[src/rtl/tlatch_drive_ctrl.sv]
`default_nettype none
// ============================================================================
//  Module   : tlatch_drive_ctrl
//  Purpose  : Upstream driver for a level-sensitive T latch. Accepts writes on
//             a valid/ready handshake and sequences t/en as SETUP -> PULSE ->
//             HOLD so t never moves while en is high. Tracks the expected
//             latch q, checks the synchronised q feedback and counts flips.
//  Revision : 1.0  initial release
// ============================================================================
module tlatch_drive_ctrl #(
    parameter int SETUP_CYC = 1,
    parameter int PULSE_CYC = 2,
    parameter int HOLD_CYC  = 2,
    parameter int CNT_W     = 8
) (
    input  logic             clk,
    input  logic             rst_n,
    input  logic             req_valid,
    input  logic             req_t,
    output logic             req_ready,
    output logic             t_out,
    output logic             en_out,
    input  logic             q_fb,
    output logic             shadow_q,
    output logic             shadow_valid,
    output logic             busy,
    output logic             done,
    output logic             mismatch,
    input  logic             clr_mismatch,
    output logic [CNT_W-1:0] toggle_cnt
);

    // Longest phase sets the phase counter width
    localparam int c_MAX_SP  = (SETUP_CYC > PULSE_CYC) ? SETUP_CYC : PULSE_CYC;
    localparam int c_MAX_CYC = (c_MAX_SP > HOLD_CYC) ? c_MAX_SP : HOLD_CYC;
    localparam int c_PH_W    = $clog2(c_MAX_CYC + 1);

    // The counter is loaded with (length-1) and the phase ends when it reads 0
    localparam logic [c_PH_W-1:0] c_SETUP_LD = c_PH_W'(SETUP_CYC - 1);
    localparam logic [c_PH_W-1:0] c_PULSE_LD = c_PH_W'(PULSE_CYC - 1);
    localparam logic [c_PH_W-1:0] c_HOLD_LD  = c_PH_W'(HOLD_CYC - 1);
    localparam logic [c_PH_W-1:0] c_PH_ONE   = c_PH_W'(1);
    localparam logic [CNT_W-1:0]  c_CNT_ONE  = CNT_W'(1);

    typedef enum logic [1:0] {
        ST_IDLE  = 2'd0,
        ST_SETUP = 2'd1,
        ST_PULSE = 2'd2,
        ST_HOLD  = 2'd3
    } state_t;

    state_t              r_state;
    logic [c_PH_W-1:0]   r_phase;
    logic                r_req_ready;
    logic                r_t_out;
    logic                r_en_out;
    logic                r_shadow_q;
    logic                r_shadow_valid;
    logic                r_busy;
    logic                r_done;
    logic                r_mismatch;
    logic [CNT_W-1:0]    r_toggle_cnt;
    logic                r_sync1;
    logic                r_sync2;

    logic                w_phase_last;
    logic                w_new_q;
    logic                w_flip;
    logic                w_q_diff;

    assign w_phase_last = (r_phase == '0);
    // Value the latch will hold once en is pulsed with the current t
    assign w_new_q      = ~r_t_out;
    // Only writes after the first one can count as a change of q
    assign w_flip       = r_shadow_valid & (w_new_q != r_shadow_q);
    assign w_q_diff     = r_sync2 ^ r_shadow_q;

    // Two-flop synchroniser for the asynchronous latch feedback
    always_ff @(posedge clk) begin
        if (!rst_n) begin
            r_sync1 <= 1'b0;
            r_sync2 <= 1'b0;
        end else begin
            r_sync1 <= q_fb;
            r_sync2 <= r_sync1;
        end
    end

    // Write sequencer with registered latch drive, status and counters
    always_ff @(posedge clk) begin
        if (!rst_n) begin
            r_state        <= ST_IDLE;
            r_phase        <= '0;
            r_req_ready    <= 1'b1;
            r_t_out        <= 1'b0;
            r_en_out       <= 1'b0;
            r_shadow_q     <= 1'b0;
            r_shadow_valid <= 1'b0;
            r_busy         <= 1'b0;
            r_done         <= 1'b0;
            r_mismatch     <= 1'b0;
            r_toggle_cnt   <= '0;
        end else begin
            r_done <= 1'b0;
            // A clear is overridden below when a new mismatch lands on the same edge
            if (clr_mismatch) begin
                r_mismatch <= 1'b0;
            end
            case (r_state)
                ST_IDLE: begin
                    if (req_valid && r_req_ready) begin
                        r_t_out     <= req_t;
                        r_state     <= ST_SETUP;
                        r_phase     <= c_SETUP_LD;
                        r_req_ready <= 1'b0;
                        r_busy      <= 1'b1;
                    end
                end
                ST_SETUP: begin
                    if (w_phase_last) begin
                        r_state        <= ST_PULSE;
                        r_phase        <= c_PULSE_LD;
                        r_en_out       <= 1'b1;
                        r_shadow_q     <= w_new_q;
                        r_shadow_valid <= 1'b1;
                        if (w_flip) begin
                            r_toggle_cnt <= r_toggle_cnt + c_CNT_ONE;
                        end
                    end else begin
                        r_phase <= r_phase - c_PH_ONE;
                    end
                end
                ST_PULSE: begin
                    if (w_phase_last) begin
                        r_state  <= ST_HOLD;
                        r_phase  <= c_HOLD_LD;
                        r_en_out <= 1'b0;
                    end else begin
                        r_phase <= r_phase - c_PH_ONE;
                    end
                end
                ST_HOLD: begin
                    if (w_phase_last) begin
                        r_state     <= ST_IDLE;
                        r_phase     <= '0;
                        r_req_ready <= 1'b1;
                        r_busy      <= 1'b0;
                        r_done      <= 1'b1;
                        if (w_q_diff) begin
                            r_mismatch <= 1'b1;
                        end
                    end else begin
                        r_phase <= r_phase - c_PH_ONE;
                    end
                end
                default: begin
                    r_state     <= ST_IDLE;
                    r_phase     <= '0;
                    r_en_out    <= 1'b0;
                    r_req_ready <= 1'b1;
                    r_busy      <= 1'b0;
                end
            endcase
        end
    end

    assign req_ready    = r_req_ready;
    assign t_out        = r_t_out;
    assign en_out       = r_en_out;
    assign shadow_q     = r_shadow_q;
    assign shadow_valid = r_shadow_valid;
    assign busy         = r_busy;
    assign done         = r_done;
    assign mismatch     = r_mismatch;
    assign toggle_cnt   = r_toggle_cnt;

endmodule
`default_nettype wire

[config.mk]
export PLATFORM = sky130hd
export DESIGN_NAME = tlatch_drive_ctrl
export DESIGN_NICKNAME = d
export VERILOG_FILES = /design/src/rtl/tlatch_drive_ctrl.sv
export SDC_FILE = /design/constraint.sdc
export NUM_CORES = 1
export LEC_CHECK = 0
export CAP_MARGIN = 20
export CORE_UTILIZATION = 65
export CTS_BUF_LIST = sky130_fd_sc_hd__clkbuf_16
export DETAILED_ROUTE_END_ITERATION = 8
export DONT_BUFFER_PORTS = 1
export PLACE_DENSITY = 0.91
export SYNTH_ARGS = -nofsm -noshare
export SYNTH_HDL_FRONTEND = slang
export SYNTH_SLANG_ARGS = --single-unit
[constraint.sdc]
create_clock -name clk -period 4.2 [get_ports clk]
set_input_delay 0.42 -clock clk [delete_from_list [all_inputs] [get_ports clk]]
set_output_delay 0.42 -clock clk [all_outputs]
set_load 0.02 [all_outputs]
Word level (Yosys, flattened, before mapping)
Cells that the tools add are included.
{"block": "word_totals", "input_bits": 6, "register_bits": 22}
{"block": "classes", "n_reduce_logical": 13, "muxes": 21, "bitwise_logic": 3, "add_sub_neg": 2, "eq_ne": 8}
{"operator": "2-to-1 mux 2 bit", "n": 7}
{"operator": "2-to-1 mux 1 bit", "n": 9}
{"operator": "AND reduction 3 bit", "n": 3}
{"operator": "adder 8 x 1 -> 8 bit, second input constant", "n": 1}
{"operator": "inequality test 2 bit, second input constant", "n": 4}
{"operator": "case mux 2 bit (4 select lines)", "n": 1}
{"operator": "case mux 1 bit (2 select lines)", "n": 3}
{"operator": "case mux 2 bit (3 select lines)", "n": 1}
{"operator": "AND reduction 2 bit", "n": 3}
{"operator": "equality test 2 bit, second input constant", "n": 2}
{"operator": "zero test 2 bit", "n": 2}
{"operator": "AND reduction 4 bit", "n": 1}
{"operator": "nonzero test 2 bit", "n": 2}
{"operator": "equality test 2 x 1 -> 1 bit, second input constant", "n": 1}
{"operator": "OR reduction 2 bit", "n": 1}
{"operator": "subtractor 2 x 1 -> 2 bit, second input constant", "n": 1}
{"operator": "AND 1 bit", "n": 1}
{"operator": "logical AND 1 bit", "n": 1}
{"operator": "inequality test 1 bit", "n": 1}
{"operator": "NOT 1 bit", "n": 1}
{"operator": "XOR 1 bit", "n": 1}

Longest topological paths before layout
{"block": "depth", "ltp_word": 4, "mapped_depth": 5, "ltp_nobuf": 5}

Worst setup path before layout
Ideal clock, no wire load.
{"block": "synth_timing", "path_kind": "reg-to-reg", "startpoint": "register r_state[1]", "endpoint": "register r_toggle_cnt[4] (netlist: toggle_cnt[4])", "setup_slack_ns": 2.655, "stages_incl_launch_ff": 6, "arrival_ns": 1.475, "setup_time_ns": 0.070, "required_ns": 4.130, "cell_sequence": "dfxtp_1 inv_1 ha_1 nand4bb_4 or4_1 a21oi_1"}
{"block": "synth_via", "elab_chain_len": 2}
{"item": "start: declaration", "line_no": "52", "text": "state_t r_state;"}
{"item": "start signal: assignment", "line_no": "92", "text": "r_state <= ST_IDLE;"}
{"item": "start signal: assignment", "line_no": "113", "text": "r_state <= ST_SETUP;"}
{"item": "start signal: assignment", "line_no": "121", "text": "r_state <= ST_PULSE;"}
{"item": "equality test 2 x 1 -> 1 bit", "line_no": "109", "text": "case (r_state)"}
{"item": "AND reduction 3 bit (no line)"}
{"item": "end signal: assignment", "line_no": "127", "text": "r_toggle_cnt <= r_toggle_cnt + c_CNT_ONE;"}
{"item": "end: declaration", "line_no": "62", "text": "logic [CNT_W-1:0] r_toggle_cnt;"}
Every way passes these cells.
A chain may end at the register's enable or synchronous reset.

Worst setup path after layout
Ends and elaborated chain as after synthesis.

==> impl_metrics.py <==
metrics = {
    "synthesis": {
        "synth_adder_area_share_pct": 8.78,
        "synth_cell_types": 35,
        "synth_seq_area_share_pct": 38.6,
        "synth_common_cells": "dfxtp_1 (22), nand2_1 (11), ha_1 (8), nor2_1 (8)",
        "netlist_top_cells_area": "dfxtp_1 (39%), ha_1 (8.8%), mux2i_1 (6.1%)",
        "ys_seq_elements": 22,
        "syn-instance-count": 122,
        "synth_compound_area_share_pct": 15.0,
        "synth-simple-area-share_pct": 25.5,
        "synth.largest_area_cell": "dfxtp_1",
        "synth_top_family_by_area": "simple AND/OR/NAND/NOR gates",
        "synth_mux_area_share_pct": 6.15,
        "synth.most_common_cell": "dfxtp_1",
        "syn_avg_cell_area_um2": 9.34,
        "synthXorXnorAreaFrac_pct": 2.31,
        "ys_warn_count": 0,
        "synthFlopType": "dfxtp_1",
        "synth-edff-count": 0,
        "netlist.area_leader.share_pct": 38.6,
        "synth_area_um2": 1140,
        "synth_nets": 136,
        "ys_async_sr_fraction_pct": 0,
    },
    "critical_path": {
        "cp.arrival_ps": 1940,
        "slowest_stage": "or4_1",
        "end_kind": "register",
        "critPathKind": "reg -> reg",
        "critical_path_buf_inv_count": 1,
        "critical_path.cell_chain": "inv_1 -> ha_1 -> nand4bb_4 -> or4_1 -> a21oi_1",
        "crit_family": "simple AND/OR/NAND/NOR gates",
        "reg2reg_slack_ps": 2450,
        "crit_fanout": 8,
        "cp-start-kind": "register",
        "required_ps": 4390,
        "slowest_delay_ps": 530,
    },
    "pwr": {
        "pwr-share-seq_pct": 39.3,
        "p_switching_w": 0.000295,
        "power_w": 0.000833,
        "switching_share_pct": 35.4,
        "power.leakage_nw": 0.506,
        "cellPowerDensity_nw_per_um2": 675,
        "clkPwrFrac_pct": 32.3,
        "irDropWorstVdd_mv": 0.566,
        "p_int_w": 0.000538,
        "comb_power_share_pct": 28.4,
    },
    "routing": {
        "vias": 917,
        "ant_nets": 0,
        "viasPerCell": 6.64,
        "drt_pre_antenna_iters": 7,
        "avgRoutedWirePerCell_um": 17.4,
        "drt_iter0_drc": 34,
        "routed_wl_mm": 2.40,
        "drcViolationCount": 2,
    },
    "finish": {
        "seq_area_um2": 440,
        "areaGrowthSynthToFinish_pct": 8.34,
        "fillers": 93,
        "multi_input_area_um2": 658,
        "diodes": 0,
        "drive_above_1_share_pct": 6.56,
        "layout.nets": 137,
    },
    "timing": {
        "slew_violations": 0,
        "whs_ps": 249,
        "final.period_utilization_pct": 41.6,
        "rsz0062_at_grt": "no",
        "fmaxAchievable_mhz": 572,
        "relSlewSlack_pct": 67.3,
        "period_needed_ps": 1750,
        "setup_violations": 0,
        "hold_viol_final": 0,
        "setup_slack_ps": 2450,
        "worst_pin_slew_ps": 488,
        "tns_ps": 0,
        "fin_skew_ps": 1.40,
    },
    "floorplan": {
        "io_pins": 22,
        "num_rows": 14,
        "start_util_pct": 72.3,
        "fp.dieH_um": 43.9,
        "core_area_um2": 1580,
        "fp.dieW_um": 43.9,
        "dieArea_um2": 1930,
    },
    "placement": {
        "io_buffer_count": 0,
        "place_congestion": 0.811,
        "hpwl_mm": 1.54,
        "place_ws_ps": 2490,
    },
    "clocking": {
        "h-tree-depth": 1,
        "clockBufferDepth": 2,
        "clk_latency_ps": 260,
        "cts-root-buf": "clkbuf_16",
        "path_clk_slew_ps": 60,
        "cts_tree": "yes",
        "cts_setup_buffers": 0,
        "cts.sink_count": 22,
        "cts_buffers": 3,
        "hold_buffers": 0,
        "cts_resized": 0,
    },
    "grt": {
        "grt_pass1_wl_mm": 3.93,
        "antenna_found_initial": 0,
        "grtUsageTotal_pct": 28.9,
        "grt-ovfl-total": 0,
        "grt_max_degree": 20,
        "grt_pass1_vias": 905,
    },
    "status": {
        "violations": "design-rule violations",
        "status": "finished with violations",
    },
    "min_path": {
        "min-delay-path-class": "in -> reg",
    },
    "flow_run": {
        "cap_violations": 0,
    },
}
per-stage QoR:
stage                     cell area [um2]  util [%]  cells
after floorplan                      1140         -    122
after global placement               1130      71.7    134
after detailed placement             1130      71.7    134
after CTS                            1230      78.3    138
after global routing                 1230      78.3    138
final                                1230      78.3    138
state kept, by name, indices dropped and copies added, names as in the netlist:
signal        flops
mismatch          1
shadow_valid      1
busy              1
r_sync1           1
req_ready         1
t_out             1
r_sync2           1
shadow_q          1
done              1
r_state           2
en_out            1
r_phase           2
toggle_cnt        8
power by group through the flow:
stage	sequential [W]	clock (W)	combinational (W)
finish	0.000327	0.000269	0.000237
global route	0.000333	0.000281	0.000265
CTS	0.000325	0.000270	0.000234
detailed placement	0.000329	0	0.000227
global placement	0.000324	0	0.000216
floorplan	0.000312	0	0.000202
worst paths after layout:
kind                   endpoint  cells after the start    startpoint
hold / removal         mismatch                      1  clr_mismatch
setup / recovery  toggle_cnt[4]                      5    r_state[1]
hold reg to reg         r_sync2                      1       r_sync1
setup reg to reg  toggle_cnt[4]                      5    r_state[1]
layout make-up:
class / count / share of cell area, %
Clock buffer: 3 / 6.08
Inverter: 3 / 0.912
Tap cell: 16 / 1.62
Sequential cell: 22 / 35.7
Clock inverter: 1 / 2.43
Multi-Input combinational cell: 93 / 53.3
worst reg2reg max path: cells and delay by family (launching register included):
kind | cells | cell delay (ps)
AOI/OAI and AO/OA | 1 | 150
buffers and inverters | 1 | 130
DFF | 1 | 370
adders and majority gates | 1 | 310
and+or+nand+nor | 2 | 710
placed cells by master (no fill, tap or decap), drive strengths merged, types with 2 or more instances in the layout:
cell type  synthesis  layout
dfxtp             22      22
nand2             11      11
nor2               8       8
ha                 8       8
mux2i              7       7
a21oi              7       7
nand3              6       6
nand2b             5       5
o21ai              5       5
inv                3       3
nand4              3       3
o31ai              3       3
o21bai             3       3
clkbuf             2       3
xor2               2       2
or4                2       2
or3                2       2
a21boi             2       2
and2               2       2
and4               2       2
nor3b              2       2
layer usage:
metal	GRT usage [%]	vias to the layer above	wire length [um]
li1	-	440	-
met1	33.9	425	954
met2	46.9	41	1170
met3	4.58	11	159
met4	21.8	0	107
met5	0	-	0
kinds of logic (layout without fill, tap and decap cells):
logic type               Yosys count  in the layout
AO/OA/AOI/OAI                     26             26
XOR/XNOR                           3              3
adder cells (fa/ha/maj)            8              8
buffers and inverters              7              7
flip-flops                        22             22
multiplexers                       7              7
AND/OR/NAND/NOR                   49             49
Power figures use the tool's default switching activity.
